## src/rtl/regfile_sequencer.sv

```systemverilog
`default_nettype none
// ============================================================================
// regfile_sequencer : initiator for a three-bus register file (A/B read, D write)
// Optional watchdog in EXEC: define REGSEQ_TIMEOUT_EN.            Rev 1.0
// ============================================================================
module regfile_sequencer #(
    parameter int DATA_W         = 16,
    parameter int ADDR_W         = 5,
    parameter int READ_WAIT      = 1,
    parameter int TIMEOUT_CYCLES = 64
) (
    input  logic              clk,
    input  logic              rstN,
    input  logic              opValid,
    output logic              opReady,
    input  logic [ADDR_W-1:0] opSrcA,
    input  logic [ADDR_W-1:0] opSrcB,
    input  logic [ADDR_W-1:0] opDst,
    input  logic              opUseA,
    input  logic              opUseB,
    input  logic              opWrite,
    output logic [DATA_W-1:0] operandA,
    output logic [DATA_W-1:0] operandB,
    output logic              operandValid,
    input  logic [DATA_W-1:0] result,
    input  logic              resultValid,
    output logic [ADDR_W-1:0] regAddrA,
    output logic [ADDR_W-1:0] regAddrB,
    output logic [ADDR_W-1:0] regAddrD,
    output logic              regReA,
    output logic              regReB,
    output logic              regWeD,
    input  logic [DATA_W-1:0] busA,
    input  logic [DATA_W-1:0] busB,
    output logic [DATA_W-1:0] busD,
    output logic              opDone,
    output logic              opErr
);

    localparam int c_RW_W = (READ_WAIT > 1) ? $clog2(READ_WAIT) : 1;

    typedef enum logic [2:0] {
        S_IDLE    = 3'd0,
        S_READ    = 3'd1,
        S_CAPTURE = 3'd2,
        S_EXEC    = 3'd3,
        S_SETUP   = 3'd4,
        S_WRITE   = 3'd5,
        S_HOLD    = 3'd6,
        S_DONE    = 3'd7
    } state_t;

    state_t              r_state;
    state_t              w_next;
    logic [ADDR_W-1:0]   r_srcA;
    logic [ADDR_W-1:0]   r_srcB;
    logic [ADDR_W-1:0]   r_dst;
    logic                r_useA;
    logic                r_useB;
    logic                r_write;
    logic [c_RW_W-1:0]   r_rdCnt;
    logic [DATA_W-1:0]   r_opA;
    logic [DATA_W-1:0]   r_opB;
    logic [DATA_W-1:0]   r_busD;
    logic [ADDR_W-1:0]   r_addrD;

    logic                w_accept;
    logic                w_rdLast;
    logic                w_wb;
    logic                w_timeout;
    logic                w_err;
    logic [DATA_W-1:0]   w_capA;
    logic [DATA_W-1:0]   w_capB;

    // Empty on legal settings; kept so both parameters are always elaborated.
    if (READ_WAIT < 1 || TIMEOUT_CYCLES < 1) begin : g_param_range
    end

    assign w_accept = opValid && (r_state == S_IDLE);
    assign w_rdLast = (!r_useA && !r_useB) || (r_rdCnt == c_RW_W'(READ_WAIT - 1));
    assign w_wb     = r_write && (r_dst != '0);
    assign w_capA   = r_useA ? busA : '0;
    assign w_capB   = r_useB ? busB : '0;

    // Operands are presented live from the buses during CAPTURE so they line
    // up with the operandValid pulse, then held from the capture registers.
    assign operandA = (r_state == S_CAPTURE) ? w_capA : r_opA;
    assign operandB = (r_state == S_CAPTURE) ? w_capB : r_opB;
    assign regAddrA = r_srcA;
    assign regAddrB = r_srcB;
    assign regAddrD = r_addrD;
    assign busD     = r_busD;

`ifdef REGSEQ_TIMEOUT_EN
    localparam int c_TMO_W = $clog2(TIMEOUT_CYCLES + 1);

    logic [c_TMO_W-1:0] r_tmo;
    logic               r_err;

    assign w_timeout = (r_state == S_EXEC) && !resultValid
                       && (r_tmo == c_TMO_W'(TIMEOUT_CYCLES - 1));
    assign w_err     = r_err;

    always_ff @(posedge clk or negedge rstN) begin
        if (!rstN) begin
            r_tmo <= '0;
            r_err <= 1'b0;
        end else begin
            if (r_state == S_CAPTURE) begin
                r_tmo <= '0;
            end else if (r_state == S_EXEC) begin
                r_tmo <= r_tmo + c_TMO_W'(1);
            end
            if (r_state == S_EXEC) begin
                r_err <= w_timeout;
            end else if (r_state == S_DONE) begin
                r_err <= 1'b0;
            end
        end
    end
`else
    assign w_timeout = 1'b0;
    assign w_err     = 1'b0;
`endif

    always_comb begin
        w_next       = r_state;
        opReady      = 1'b0;
        regReA       = 1'b0;
        regReB       = 1'b0;
        regWeD       = 1'b0;
        operandValid = 1'b0;
        opDone       = 1'b0;
        opErr        = 1'b0;
        case (r_state)
            S_IDLE: begin
                opReady = 1'b1;
                if (opValid) w_next = S_READ;
            end
            S_READ: begin
                regReA = r_useA;
                regReB = r_useB;
                if (w_rdLast) w_next = S_CAPTURE;
            end
            S_CAPTURE: begin
                operandValid = 1'b1;
                w_next       = S_EXEC;
            end
            S_EXEC: begin
                if (resultValid) begin
                    w_next = w_wb ? S_SETUP : S_DONE;
                end else if (w_timeout) begin
                    w_next = S_DONE;
                end
            end
            S_SETUP: w_next = S_WRITE;
            S_WRITE: begin
                regWeD = 1'b1;
                w_next = S_HOLD;
            end
            S_HOLD:  w_next = S_DONE;
            S_DONE: begin
                opDone = !w_err;
                opErr  = w_err;
                w_next = S_IDLE;
            end
            default: w_next = S_IDLE;
        endcase
    end

    always_ff @(posedge clk or negedge rstN) begin
        if (!rstN) begin
            r_state <= S_IDLE;
            r_srcA  <= '0;
            r_srcB  <= '0;
            r_dst   <= '0;
            r_useA  <= 1'b0;
            r_useB  <= 1'b0;
            r_write <= 1'b0;
            r_rdCnt <= '0;
            r_opA   <= '0;
            r_opB   <= '0;
            r_busD  <= '0;
            r_addrD <= '0;
        end else begin
            r_state <= w_next;
            if (w_accept) begin
                r_srcA  <= opSrcA;
                r_srcB  <= opSrcB;
                r_dst   <= opDst;
                r_useA  <= opUseA;
                r_useB  <= opUseB;
                r_write <= opWrite;
                r_rdCnt <= '0;
            end
            if (r_state == S_READ && !w_rdLast) begin
                r_rdCnt <= r_rdCnt + c_RW_W'(1);
            end
            if (r_state == S_CAPTURE) begin
                r_opA <= w_capA;
                r_opB <= w_capB;
            end
            // Write address only moves for a real writeback, so it keeps
            // its last value across reads and register-0 writes.
            if (r_state == S_EXEC && resultValid) begin
                r_busD <= result;
                if (w_wb) r_addrD <= r_dst;
            end
        end
    end

endmodule
`default_nettype wire
```

## config.mk

```make
export PLATFORM = sky130hd
export DESIGN_NAME = regfile_sequencer
export DESIGN_NICKNAME = d
export VERILOG_FILES = /design/src/rtl/regfile_sequencer.sv
export SDC_FILE = /design/constraint.sdc
export NUM_CORES = 1
export LEC_CHECK = 0
export ABC_AREA = 1
export CAP_MARGIN = 10
export CORE_UTILIZATION = 43
export CTS_BUF_LIST = sky130_fd_sc_hd__clkbuf_4
export DETAILED_ROUTE_END_ITERATION = 12
export GPL_TIMING_DRIVEN = 1
export HOLD_SLACK_MARGIN = 0.03
export PLACE_DENSITY = 0.82
export SLEW_MARGIN = 40
export SYNTH_ARGS = -nofsm -noshare
export SYNTH_HDL_FRONTEND = slang
export SYNTH_SLANG_ARGS = --single-unit
```

## constraint.sdc

```tcl
create_clock -name clk -period 2.1 [get_ports clk]
set_clock_uncertainty 0.05 [all_clocks]
set_input_delay 0.42 -clock clk [delete_from_list [all_inputs] [get_ports clk]]
set_output_delay 0.42 -clock clk [all_outputs]
set_load 0.01 [all_outputs]
```

After elaboration in Yosys (flattened, before gate mapping)
Index checks and enable logic that the tools add are counted.
{"block": "op_classes", "n_addsub": 1, "n_eq_ne": 10, "muxes": 17, "bitwise": 1, "reduce_logical": 14}
{"cell": "$mux W16", "count": 4}
{"cell": "$pmux W3 S8", "count": 1}
{"cell": "$eq A3 B3 Y1 const B", "count": 4}
{"cell": "$mux W3", "count": 3}
{"cell": "$mux W1", "count": 8}
{"cell": "$eq A3 B2 Y1 const B", "count": 2}
{"cell": "$ne A2 B2 Y1 const B", "count": 3}
{"cell": "$logic_and A1 B1 Y1", "count": 5}
{"cell": "$reduce_bool A5 Y1", "count": 1}
{"cell": "$eq A3 B1 Y1 const B", "count": 1}
{"cell": "$logic_not A1 Y1", "count": 3}
{"cell": "$logic_not A3 Y1", "count": 1}
{"cell": "$reduce_and A3 Y1", "count": 1}
{"cell": "$mux W2", "count": 1}
{"cell": "$reduce_and A2 Y1", "count": 1}
{"cell": "$reduce_bool A2 Y1", "count": 1}
{"cell": "$add A1 B1 Y1 const B", "count": 1}
{"cell": "$logic_or A1 B1 Y1", "count": 1}
{"cell": "$not A1 Y1", "count": 1}
{"block": "word_totals", "reg_bits": 75, "in_bits": 70, "out_inout_bits": 70, "wordCells": 55}

Depth between registers and ports, before layout
{"block": "depth", "word_depth": 6, "ltp_mapped": 8, "ltp_nobuf": 8}

Worst setup path after synthesis
Ideal clock, no wire load.
{"block": "synth_timing", "path_type": "reg-to-output", "start": "register r_state[2]", "end": "output operandB[10]", "t_arrival_ns": 1.222, "required_ns": 1.630, "slack_ns": 0.408, "stages_incl_launch_ff": 6, "path_buffers": 2, "path_cell_list": "dfrtp_1 -> nor3_1 -> buf_2 -> buf_4 -> nand3_1 -> o21ai_0"}
{"block": "synth_via", "elab_chain_cells": 2}
{"element": "from (decl)", "line": "53", "text": "state_t r_state;"}
{"element": "from (signal assigned)", "line": "186", "text": "r_state <= w_next;"}
{"element": "$eq A3 B2 Y1", "line": "88", "text": "assign operandB = (r_state == S_CAPTURE) ? w_capB : r_opB;"}
{"element": "$mux W16"}
{"element": "to (decl)", "line": "23", "text": "output logic [DATA_W-1:0] operandB,"}
No other way between the ends.

Final worst setup path
{"block": "layout_timing", "start": "register r_state[0]", "end": "output operandB[7]"}
The elaborated chain is that of the path after synthesis.

==> impl_metrics.env <==
export IMPL_switching_power_mw=3.704
export IMPL_syn_to_final_growth_pct=84.17
export IMPL_synth_warnings=0
export IMPL_drive_above_1_share=0.3578
export IMPL_clkSinkCount=75
export IMPL_post_place_ws_ps=-126.3
export IMPL_ys_seq_elements=75
export IMPL_p_leak_nw=2.796
export IMPL_crit_slowest_cell="dfrtp_1"
export IMPL_nets=638
export IMPL_initial_core_util=0.4520
export IMPL_path_cells="nor3_4 -> buf_12 -> buf_8 -> clkbuf_16 -> nand3_1 -> o21ai_2 -> buf_2"
export IMPL_die_w_um=87.21
export IMPL_die_area_um2=7605
export IMPL_fmax_mhz=418.5
export IMPL_ff2ff_setup_slack_ps=130
export IMPL_finalCritPeriodShare=1.138
export IMPL_tns_ps=-6096
export IMPL_drt_first_pass_iters=4
export IMPL_vias_per_cell=5.242
export IMPL_outcome="finished, violations left"
export IMPL_coreArea_um2=6907
export IMPL_num_rows=30
export IMPL_min_path_cells=2
export IMPL_ys_seq_area_frac=0.6012
export IMPL_place_hpwl_um=5880
export IMPL_diodes=0
export IMPL_grt_overflow=0
export IMPL_grt_pass1_wl_um=14670
export IMPL_worstReg2RegStart="r_state[1]"
export IMPL_cts_tree="built"
export IMPL_rsz0062_at_grt="yes"
export IMPL_sw_frac_of_total=0.4129
export IMPL_drt_iter0_markers=351
export IMPL_dpl_cell_count=606
export IMPL_whs_ps=428.2
export IMPL_worstPathRequired_ps=1630
export IMPL_grt_pass1_vias=3072
export IMPL_hold_viol=0
export IMPL_drt_total_wl_um=13230
export IMPL_clk_pin_slew_worst_paths_ps=120
export IMPL_synthDistinctLibCells=21
export IMPL_cts_buffer_depth=2
export IMPL_synth_cells=355
export IMPL_critPathArrivalTime_ps=1920
export IMPL_grt_max_degree=48
export IMPL_synth_area_per_cell_um2=8.794
export IMPL_num_fill_cells=329
export IMPL_cp_slowest_stage_delay_ps=440
export IMPL_violations="negative setup slack"
export IMPL_routedWlPerCell_um=19.77
export IMPL_p_clk_frac=0.102
export IMPL_antenna_found_initial=0
export IMPL_setup_ws_ps=-289.8
export IMPL_die_h_um=87.21
export IMPL_numCtsBuffers=9
export IMPL_synth_nets=425
export IMPL_hp_class="reg -> reg"
export IMPL_root_buffer="clkbuf_4"
export IMPL_final_util=0.8324
export IMPL_syn_cell_area_um2=3122
export IMPL_drc=0
export IMPL_final_max_slew_viol_count=0
export IMPL_worstSetupEndpoint="operandB[7]"
export IMPL_stdcell_count=669
export IMPL_port_buffers=138
export IMPL_critPathMaxFanout=6
export IMPL_fin_crit_ps=2390
export IMPL_grt_usage=0.2569
export IMPL_worst_ir_drop_vdd_mv=0.7960
export IMPL_worstSetupEndpointType="output port"
export IMPL_maxCapViolCount=0
export IMPL_start_kind="flip-flop"
export IMPL_power_density_nw_per_um2=1560
export IMPL_clk_latency_ps=420
export IMPL_comb_power_share=0.623
export IMPL_r2r_end="r_useB"
export IMPL_detail_route_antenna_nets=0
export IMPL_r2r_cells=10
export IMPL_setup_viol=34
export IMPL_internal_power_mw=5.266
export IMPL_seqPwrFrac=0.274
export IMPL_crit_start="r_state[0]"
export IMPL_vias=3507
export IMPL_path_class="reg -> out"
export IMPL_htreeDepth=3
export IMPL_pin_count=140
export IMPL_max_slew_margin_rel=0.5955
export IMPL_place_congestion=0.7753
export IMPL_tightest_slew_ps=606.8
-- cells in the final DEF, fill, tap and decap left out, types with 11 or more instances in the layout --
cell type,synthesis,routed
dfrtp_1,75,75
o21ai_4,0,11
inv_1,39,38
buf_2,6,23
nor2_1,13,12
nand2_1,104,104
nand3_1,50,25
nand3_2,1,20
clkdlybuf4s50_1,0,99
buf_4,4,63
buf_6,3,21
o21ai_2,0,21
-- critical path: cells and delay by family, from the launching register on --
| family | cells | cell delay [ps] |
|---|---|---|
| DFF | 1 | 440 |
| and+or+nand+nor | 2 | 370 |
| AOI/OAI and AO/OA | 1 | 100 |
| buffers and inverters | 4 | 590 |
-- synth_stat cells, drive strengths merged --
master / count / area (um2)
nand2: 107 / 414.1
o21ai: 41 / 205.2
conb: 1 / 3.750
nand3: 51 / 260.3
dfrtp: 75 / 1877
nor2: 15 / 66.32
clkbuf: 6 / 22.52
inv: 42 / 157.6
nand3b: 1 / 7.510
buf: 14 / 97.59
nor3: 2 / 10.01
-- power by group through the flow --
stage / combinational [mW] / clock, mW / sequential, mW
after floorplan: 1.45 / 0 / 2.48
after global placement: 3.64 / 0 / 2.37
after detailed placement: 3.73 / 0 / 2.39
after CTS: 4.15 / 0.900 / 2.38
after global routing: 5.88 / 0.997 / 2.50
final: 5.59 / 0.918 / 2.46
-- layout make-up --
cell class | count | area (um2) | area share
Clock buffer | 10 | 75.07 | 0.01306
Clock inverter | 6 | 63.81 | 0.01110
Inverter | 42 | 157.7 | 0.02742
Multi-Input combinational cell | 218 | 1354 | 0.2355
Sequential cell | 75 | 1877 | 0.3264
Tap cell | 96 | 120.1 | 0.02089
Timing Repair Buffer | 222 | 2102 | 0.3656
-- sequential cells by signal, indices dropped and copies added (netlist names) --
signal    cells
r_dst         5
regAddrD      5
r_opA        16
r_useB        1
busD         16
r_state       3
regAddrA      5
r_opB        16
r_rdCnt       1
r_useA        1
r_write       1
regAddrB      5
-- per-layer routing --
layer  routed length [um]  track usage
met1                 5082       0.2943
met2                 6414       0.4545
met5                    0            0
met4                  500      0.09836
met3                 1228      0.07393
-- worst min path at each step --
stage	startpoint	slack, ps	to
6_report	busD[5]	430	busD[5]
5_1_grt	opSrcB[1]	460	regAddrB[1]
4_1_cts	busD[5]	430	busD[5]
3_5_place_dp	rstN	410	r_opB[10]
3_3_place_gp	busD[4]	400	busD[4]
2_1_floorplan	rstN	70	busD[0]
-- cells by family after synthesis --
logic type             after synthesis  share of synthesized area
AOI/OAI and AO/OA                   41                    0.06573
DFF                                 75                     0.6012
other                                1                   0.001201
buffers and inverters               62                    0.08898
and+or+nand+nor                    176                     0.2429
-- per-stage QoR --
stage / power [mW] / cell area (um2)
6_report: 8.970 / 5749
5_1_grt: 9.376 / 5749
4_1_cts: 7.422 / 5142
3_5_place_dp: 6.125 / 4808
3_3_place_gp: 6.003 / 4808
2_1_floorplan: 3.930 / 3122
-- what timing repair did --
| item | in CTS | in global routing |
|---|---|---|
| hold buffers | 1 | 0 |
| cloned | 4 | 2 |
| resized for setup | 209 | 86 |
| endpoints found under the hold margin | 45 | 0 |
| buffers inserted | 17 | 24 |
| pin swaps | 2 | 5 |
| endpoints found under the setup margin | 38 | 37 |
Note: power is estimated with default switching activity, not from simulation.
